--- src/rtl/vmicro16_wb_dma_pkg.sv ---
// Shared constants for the vmicro16 wishbone DMA initiator: FSM state codes,
// GAP phase codes and default widths.
package vmicro16_wb_dma_pkg;

    localparam int unsigned ADDR_WIDTH_DEF     = 16;
    localparam int unsigned DATA_WIDTH_DEF     = 16;
    localparam int unsigned LEN_WIDTH_DEF      = 8;
    localparam int unsigned TIMEOUT_CYCLES_DEF = 255;

    localparam logic [2:0] ST_IDLE = 3'd0;
    localparam logic [2:0] ST_RD   = 3'd1;
    localparam logic [2:0] ST_WR   = 3'd2;
    localparam logic [2:0] ST_GAP  = 3'd3;
    localparam logic [2:0] ST_DONE = 3'd4;

    // Selects which access follows the GAP cycle
    localparam logic PH_READ  = 1'b0;
    localparam logic PH_WRITE = 1'b1;

endpackage

--- src/rtl/vmicro16_wb_dma_if.sv ---
// Wishbone classic bus between the DMA initiator (master) and a slave.
interface vmicro16_wb_dma_if #(
    parameter int unsigned ADDR_WIDTH = 16,
    parameter int unsigned DATA_WIDTH = 16
);
    logic                  wb_stb_o;
    logic                  wb_cyc_o;
    logic                  wb_we_o;
    logic [ADDR_WIDTH-1:0] wb_addr_o;
    logic [DATA_WIDTH-1:0] wb_data_o;
    logic [DATA_WIDTH-1:0] wb_data_i;
    logic                  wb_ack_i;

    modport master (
        output wb_stb_o, wb_cyc_o, wb_we_o, wb_addr_o, wb_data_o,
        input  wb_data_i, wb_ack_i
    );

    modport slave (
        input  wb_stb_o, wb_cyc_o, wb_we_o, wb_addr_o, wb_data_o,
        output wb_data_i, wb_ack_i
    );
endinterface

--- src/rtl/vmicro16_wb_dma_timeout.sv ---
// Per-access ack watchdog: reloads on entry to RD/WR and counts down on each
// strobed cycle without ack; expired flags the final permitted cycle.
module vmicro16_wb_dma_timeout #(
    parameter int unsigned TIMEOUT_CYCLES = 255
) (
    input  logic clk,
    input  logic reset,
    input  logic load,
    input  logic stb,
    input  logic ack,
    output logic expired
);
    localparam int unsigned CW = $clog2(TIMEOUT_CYCLES + 1);

    logic [CW-1:0] cnt;

    always_ff @(posedge clk or negedge reset) begin
        if (!reset) begin
            cnt <= '0;
        end else if (load) begin
            cnt <= CW'(TIMEOUT_CYCLES);
        end else if (stb && !ack && (cnt != '0)) begin
            cnt <= cnt - CW'(1);
        end
    end

    assign expired = stb && !ack && (cnt == CW'(1));

endmodule

--- src/rtl/vmicro16_wb_dma.sv ---
// Wishbone classic DMA initiator: copies len words src->dst, one read then one
// write per word. Define VMICRO16_WB_DMA_TIMEOUT_EN to enable the ack watchdog.
module vmicro16_wb_dma
    import vmicro16_wb_dma_pkg::*;
#(
    parameter int unsigned ADDR_WIDTH     = ADDR_WIDTH_DEF,
    parameter int unsigned DATA_WIDTH     = DATA_WIDTH_DEF,
    parameter int unsigned LEN_WIDTH      = LEN_WIDTH_DEF,
    parameter int unsigned TIMEOUT_CYCLES = TIMEOUT_CYCLES_DEF
) (
    input  logic                  clk,
    input  logic                  reset,
    input  logic                  start_i,
    input  logic [ADDR_WIDTH-1:0] src_addr_i,
    input  logic [ADDR_WIDTH-1:0] dst_addr_i,
    input  logic [LEN_WIDTH-1:0]  len_i,
    output logic                  busy_o,
    output logic                  done_o,
    output logic                  err_o,
    vmicro16_wb_dma_if.master     wb
);
    logic [2:0]            state;
    logic                  phase;
    logic [ADDR_WIDTH-1:0] src_ptr;
    logic [ADDR_WIDTH-1:0] dst_ptr;
    logic [LEN_WIDTH-1:0]  count;
    logic [DATA_WIDTH-1:0] buffer;
    logic                  busy_q;
    logic                  done_q;
    logic                  err_q;
    logic                  stb_q;
    logic                  cyc_q;
    logic                  we_q;
    logic [ADDR_WIDTH-1:0] addr_q;
    logic                  expired;

`ifdef VMICRO16_WB_DMA_TIMEOUT_EN
    logic access_load;

    assign access_load = ((state == ST_IDLE) && start_i && (len_i != '0))
                       || (state == ST_GAP);

    vmicro16_wb_dma_timeout #(
        .TIMEOUT_CYCLES(TIMEOUT_CYCLES)
    ) u_timeout (
        .clk    (clk),
        .reset  (reset),
        .load   (access_load),
        .stb    (stb_q),
        .ack    (wb.wb_ack_i),
        .expired(expired)
    );
`else
    assign expired = 1'b0;
`endif

    always_ff @(posedge clk or negedge reset) begin
        if (!reset) begin
            state   <= ST_IDLE;
            phase   <= PH_READ;
            src_ptr <= '0;
            dst_ptr <= '0;
            count   <= '0;
            buffer  <= '0;
            busy_q  <= 1'b0;
            done_q  <= 1'b0;
            err_q   <= 1'b0;
            stb_q   <= 1'b0;
            cyc_q   <= 1'b0;
            we_q    <= 1'b0;
            addr_q  <= '0;
        end else begin
            done_q <= 1'b0;
            case (state)
                ST_IDLE: begin
                    if (start_i) begin
                        src_ptr <= src_addr_i;
                        dst_ptr <= dst_addr_i;
                        count   <= len_i;
                        err_q   <= 1'b0;
                        busy_q  <= 1'b1;
                        if (len_i == '0) begin
                            state  <= ST_DONE;
                            done_q <= 1'b1;
                        end else begin
                            state  <= ST_RD;
                            stb_q  <= 1'b1;
                            cyc_q  <= 1'b1;
                            we_q   <= 1'b0;
                            addr_q <= src_addr_i;
                        end
                    end
                end
                ST_RD: begin
                    if (wb.wb_ack_i) begin
                        buffer  <= wb.wb_data_i;
                        src_ptr <= src_ptr + ADDR_WIDTH'(1);
                        stb_q   <= 1'b0;
                        phase   <= PH_WRITE;
                        state   <= ST_GAP;
                    end else if (expired) begin
                        stb_q  <= 1'b0;
                        cyc_q  <= 1'b0;
                        err_q  <= 1'b1;
                        done_q <= 1'b1;
                        state  <= ST_DONE;
                    end
                end
                ST_GAP: begin
                    stb_q <= 1'b1;
                    if (phase == PH_WRITE) begin
                        we_q   <= 1'b1;
                        addr_q <= dst_ptr;
                        state  <= ST_WR;
                    end else begin
                        we_q   <= 1'b0;
                        addr_q <= src_ptr;
                        state  <= ST_RD;
                    end
                end
                ST_WR: begin
                    if (wb.wb_ack_i) begin
                        dst_ptr <= dst_ptr + ADDR_WIDTH'(1);
                        count   <= count - LEN_WIDTH'(1);
                        stb_q   <= 1'b0;
                        we_q    <= 1'b0;
                        // count still holds the pre-decrement value here
                        if (count == LEN_WIDTH'(1)) begin
                            cyc_q  <= 1'b0;
                            done_q <= 1'b1;
                            state  <= ST_DONE;
                        end else begin
                            phase <= PH_READ;
                            state <= ST_GAP;
                        end
                    end else if (expired) begin
                        stb_q  <= 1'b0;
                        cyc_q  <= 1'b0;
                        we_q   <= 1'b0;
                        err_q  <= 1'b1;
                        done_q <= 1'b1;
                        state  <= ST_DONE;
                    end
                end
                ST_DONE: begin
                    busy_q <= 1'b0;
                    state  <= ST_IDLE;
                end
                default: begin
                    stb_q  <= 1'b0;
                    cyc_q  <= 1'b0;
                    we_q   <= 1'b0;
                    busy_q <= 1'b0;
                    state  <= ST_IDLE;
                end
            endcase
        end
    end

    assign busy_o       = busy_q;
    assign done_o       = done_q;
    assign err_o        = err_q;
    assign wb.wb_stb_o  = stb_q;
    assign wb.wb_cyc_o  = cyc_q;
    assign wb.wb_we_o   = we_q;
    assign wb.wb_addr_o = addr_q;
    assign wb.wb_data_o = buffer;

endmodule

--- src/flat_wrapper.sv ---
// flat-port wrapper written by rule: the top's interface ports become plain ports
module vmicro16_wb_dma_flat import vmicro16_wb_dma_pkg::*;
#(
    parameter int unsigned ADDR_WIDTH     = ADDR_WIDTH_DEF,
    parameter int unsigned DATA_WIDTH     = DATA_WIDTH_DEF,
    parameter int unsigned LEN_WIDTH      = LEN_WIDTH_DEF,
    parameter int unsigned TIMEOUT_CYCLES = TIMEOUT_CYCLES_DEF
)
  (clk, reset, start_i, src_addr_i, dst_addr_i, len_i, busy_o, done_o, err_o, wb_wb_stb_o, wb_wb_cyc_o, wb_wb_we_o, wb_wb_addr_o, wb_wb_data_o, wb_wb_data_i, wb_wb_ack_i);
  vmicro16_wb_dma_if #(.ADDR_WIDTH(ADDR_WIDTH), .DATA_WIDTH(DATA_WIDTH)) wb_i ();
  input  logic clk;
  input  logic reset;
  input  logic start_i;
  input  logic [ADDR_WIDTH-1:0] src_addr_i;
  input  logic [ADDR_WIDTH-1:0] dst_addr_i;
  input  logic [LEN_WIDTH-1:0] len_i;
  output logic busy_o;
  output logic done_o;
  output logic err_o;
  output wire logic [$bits(wb_i.wb_stb_o)-1:0] wb_wb_stb_o;
  output wire logic [$bits(wb_i.wb_cyc_o)-1:0] wb_wb_cyc_o;
  output wire logic [$bits(wb_i.wb_we_o)-1:0] wb_wb_we_o;
  output wire logic [$bits(wb_i.wb_addr_o)-1:0] wb_wb_addr_o;
  output wire logic [$bits(wb_i.wb_data_o)-1:0] wb_wb_data_o;
  input wire logic [$bits(wb_i.wb_data_i)-1:0] wb_wb_data_i;
  input wire logic [$bits(wb_i.wb_ack_i)-1:0] wb_wb_ack_i;
  assign wb_wb_stb_o = wb_i.wb_stb_o;
  assign wb_wb_cyc_o = wb_i.wb_cyc_o;
  assign wb_wb_we_o = wb_i.wb_we_o;
  assign wb_wb_addr_o = wb_i.wb_addr_o;
  assign wb_wb_data_o = wb_i.wb_data_o;
  assign wb_i.wb_data_i = wb_wb_data_i;
  assign wb_i.wb_ack_i = wb_wb_ack_i;
  vmicro16_wb_dma #(.ADDR_WIDTH(ADDR_WIDTH), .DATA_WIDTH(DATA_WIDTH), .LEN_WIDTH(LEN_WIDTH), .TIMEOUT_CYCLES(TIMEOUT_CYCLES)) u_core (.clk(clk), .reset(reset), .start_i(start_i), .src_addr_i(src_addr_i), .dst_addr_i(dst_addr_i), .len_i(len_i), .busy_o(busy_o), .done_o(done_o), .err_o(err_o), .wb(wb_i));
endmodule
--- config.mk ---
export PLATFORM = sky130hd
export DESIGN_NAME = vmicro16_wb_dma_flat
export DESIGN_NICKNAME = d
export VERILOG_FILES = /design/src/rtl/vmicro16_wb_dma_pkg.sv /design/src/rtl/vmicro16_wb_dma_if.sv /design/src/rtl/vmicro16_wb_dma_timeout.sv /design/src/rtl/vmicro16_wb_dma.sv /design/src/flat_wrapper.sv
export SDC_FILE = /design/constraint.sdc
export NUM_CORES = 1
export LEC_CHECK = 0
export ABC_CLOCK_PERIOD_IN_PS = 2160
export CELL_PAD_IN_SITES_DETAIL_PLACEMENT = 0
export CELL_PAD_IN_SITES_GLOBAL_PLACEMENT = 1
export CORE_MARGIN = 10
export CORE_UTILIZATION = 39
export DETAILED_ROUTE_END_ITERATION = 7
export PLACE_DENSITY_LB_ADDON = 0.1
export SLEW_MARGIN = 20
export SYNTH_ARGS = -nofsm -noshare
export SYNTH_HDL_FRONTEND = slang
export SYNTH_HIERARCHICAL = 1
export SYNTH_SLANG_ARGS = --single-unit
--- constraint.sdc ---
create_clock -name clk -period 2.16 [get_ports clk]
set_clock_uncertainty 0.2 [all_clocks]
set_input_delay 0.648 -clock clk [delete_from_list [all_inputs] [get_ports clk]]
set_output_delay 0.648 -clock clk [all_outputs]
set_load 0.005 [all_outputs]
==> flow_summary.ini <==
[finish]
final_cell_mix = clkdlybuf4s50_1 (86), dfrtp_1 (81), nand2_1 (45)
final_cells = 750
most_common_library_cell_in_the_layout_ignoring_fill_and_taps = clkdlybuf4s50_1
final_layout_size_suffix_gt1_frac = 0.189
flow.area_growth_from_synthesis_pct = 37.4
count_of_antenna_diodes_in_the_layout = 0
finalNetCount = 666
post-route-cell-area_um2 = 6420

[worst_setup_path]
cp.buffers_inverters = 3
sort_of_element_at_the_start_of_the_critical_path = primary input
slowest_stage = clkdlybuf4s50_1
critical_path.cell_chain = clkdlybuf4s50_1 -> nor4_4 -> and2_4 -> o21ai_4 -> buf_6 -> buf_12 -> mux2_2
critical_path_class = in -> reg
critPathRequiredTime_ns = 2.18
cp_slowest_stage_delay_ns = 0.54
timing.critical_path.fanout_max = 8
arrival_ns = 2.14
cp-end-kind = register
cp_top_family = buffers and inverters

[routing]
route.detailed.vias_per_inst = 5.60
wire_per_inst_um = 18.9
ant_nets = 0
routed_wl_um = 14200
num_vias = 4203
drc_errors = 0
drtIter0Drc = 297
firstDrtPassIters = 5

[cts]
clock_sink_count = 81
cts_tree = yes
clock_transition_at_the_register_clock_pins_on_the_worst_setup_and_hold_paths_after_cts_ns = 0.06
clkLatencyLatePin_ns = 0.34
cts.root.buffer_cell = clkbuf_16
cts_buffer_depth = 2
tritoncts.num_buffers = 9
clock_tree.htree_level_count = 3

[synth]
synth-seq-area-share = 0.434
asyncSetResetFlopFracSynth = 1.00
average_instance_area_after_synthesis_um2 = 9.63
postSynthNetCount = 549
ff_latch_count_synth = 81
prevailing_post_synth_register_cell = dfrtp_1
yosys_warnings = 6
count_of_flip_flops_with_a_built_in_enable_after_synthesis = 0
synthCells = 485
synth_area_um2 = 4670
synth_cell_type_count = 53

[global_route]
grt_antenna_before_repair = 0
overflow = 0
grt_max_degree = 82
grt_first_pass_wirelength_um = 23000
first_global_vias = 4391
grt.total_usage = 0.172

[pwr]
total_leakage_power_nw = 2.68
design_power_total_mw = 9.66
irDropWorstVdd_mv = 0.659
powerDensity_nw_per_um2 = 1500

[hold_path]
timing.hold.worst.class = in -> async

[run]
cap_violations = 0

[sta]
setup-violations-final = 0
fmax_ghz = 0.472
tightest_slew_ns = 0.576
hold_violations = 0
final_max_slew_viol_count = 0
final.min_clock_period_ns = 2.12
min_period_over_period = 0.981
timing.max_slew.rel_slack = 0.616
unrepaired_setup_endpoints_after_global_routing = no

[run_status]
outcome = finished clean

[placed_design]
place_congestion = 0.855
placed_cell_area_um2 = 6010
place.detailed.hpwl_um = 10200
dp_cells = 730
portBuffers = 96

[floorplanning]
die-width_um = 129
num_io_pins = 98
floorplan.die_area_um2 = 16700
floorplan.initialDensity = 0.404
fp-row-count = 39
chipHeight_um = 129
fp.coreArea_um2 = 11600
## worst paths after layout
check | start | endpoint | slack, ns | depth (start not counted)
setup / recovery | len_i[5] | u_core/wb.wb_addr_o[4]$_DFFE_PN0P_ | 0.04 | 7
hold / removal | reset | u_core/wb.wb_addr_o[7]$_DFFE_PN0P_ | 0.14 | 2
setup reg to reg | u_core/state[0]$_DFFE_PN0P_ | u_core/src_ptr[8]$_DFFE_PN0P_ | 0.11 | 5
hold reg to reg | u_core/busy_o$_DFFE_PN0P_ | u_core/busy_o$_DFFE_PN0P_ | 0.29 | 2
max in group asynchronous | reset | u_core/count[7]$_DFFE_PN0P_ | 1.28 | 2
min in group clk | u_core/busy_o$_DFFE_PN0P_ | u_core/busy_o$_DFFE_PN0P_ | 0.29 | 2
## routing by layer
metal | track usage | vias to the layer above | wire length (µm)
li1 | - | 2032 | -
met1 | 0.220 | 2031 | 6500
met2 | 0.268 | 125 | 6370
met3 | 0.0522 | 15 | 1030
met4 | 0.0675 | 0 | 272
met5 | 0 | - | 0
## cell families (layout without fill, tap and decap cells)
group                      count (synthesis)  in the layout  synth area share
buffers and inverters                     52            174            0.0614
other                                      1              1          0.000803
adders and majority gates                  4              4            0.0107
and+or+nand+nor                          154            154             0.178
DFF                                       81             81             0.434
AOI/OAI and AO/OA                        135            135             0.182
muxes                                     58             58             0.133
## where the power goes
group | leakage, nW | switching, mW | internal [mW]
clock network | 0.148 | 0.628 | 0.919
logic | 1.59 | 2.34 | 2.75
registers | 0.945 | 0.756 | 2.27
total | 2.68 | 3.72 | 5.94
## cell usage after synthesis (all sizes together) (14+ instances only)
cell type   n  share of area
a21oi      36          0.039
buf        28          0.042
dfrtp      81           0.43
mux2       33          0.080
mux2i      25          0.054
nand2      45          0.036
nand3      24          0.027
nor2       17          0.014
nor3       14          0.017
o21ai      40          0.045
o22ai      17          0.023
## flip-flops by register name, indices dropped and copies added (netlist names)
| register | cells |
|---|---|
| u_core/count | 8 |
| u_core/wb.wb_stb_o | 1 |
| u_core/state | 3 |
| u_core/wb.wb_data_o | 16 |
| u_core/wb.wb_cyc_o | 1 |
| u_core/phase | 1 |
| u_core/dst_ptr | 16 |
| u_core/src_ptr | 16 |
| u_core/wb.wb_we_o | 1 |
| u_core/wb.wb_addr_o | 16 |
| u_core/done_o | 1 |
| u_core/busy_o | 1 |
## stage by stage
stage / utilization / setup slack, ns / TNS (ns) / hold WS, ns
after floorplan: - / 0.142 / 0 / 0.152
after global placement: 0.520 / -0.386 / -19.44 / 0.289
after detailed placement: 0.520 / -0.435 / -21.65 / 0.287
after CTS: 0.553 / -0.00250 / -0.00250 / 0.158
after global routing: 0.555 / 0.00816 / 0 / 0.166
final: 0.555 / 0.0401 / 0 / 0.143
## cell type report
cell class,instances,area (µm²)
Timing Repair Buffer,146,1460
Sequential cell,81,2030
Multi-Input combinational cell,352,2410
Clock buffer,10,239
Fill cell,1051,5150
Tap cell,143,179
Inverter,12,45.0
Clock inverter,6,57.6
## worst register-to-register path: cells and delay by family (launching register included)
family / cells / cell delay, ns
buffers and inverters: 1 / 0.22
AOI/OAI and AO/OA: 3 / 0.42
DFF: 1 / 0.64
and+or+nand+nor: 1 / 0.46
## repair_timing
| action | CTS | global route |
|---|---|---|
| setup endpoints to repair | 19 | 36 |
| resized for setup | 12 | 8 |
| buffers inserted | 3 | 0 |
| pin swaps | 4 | 2 |
| gates cloned | 1 | 0 |
| hold buffers | 0 | 0 |
No activity file was read; power rests on OpenSTA's default activity.
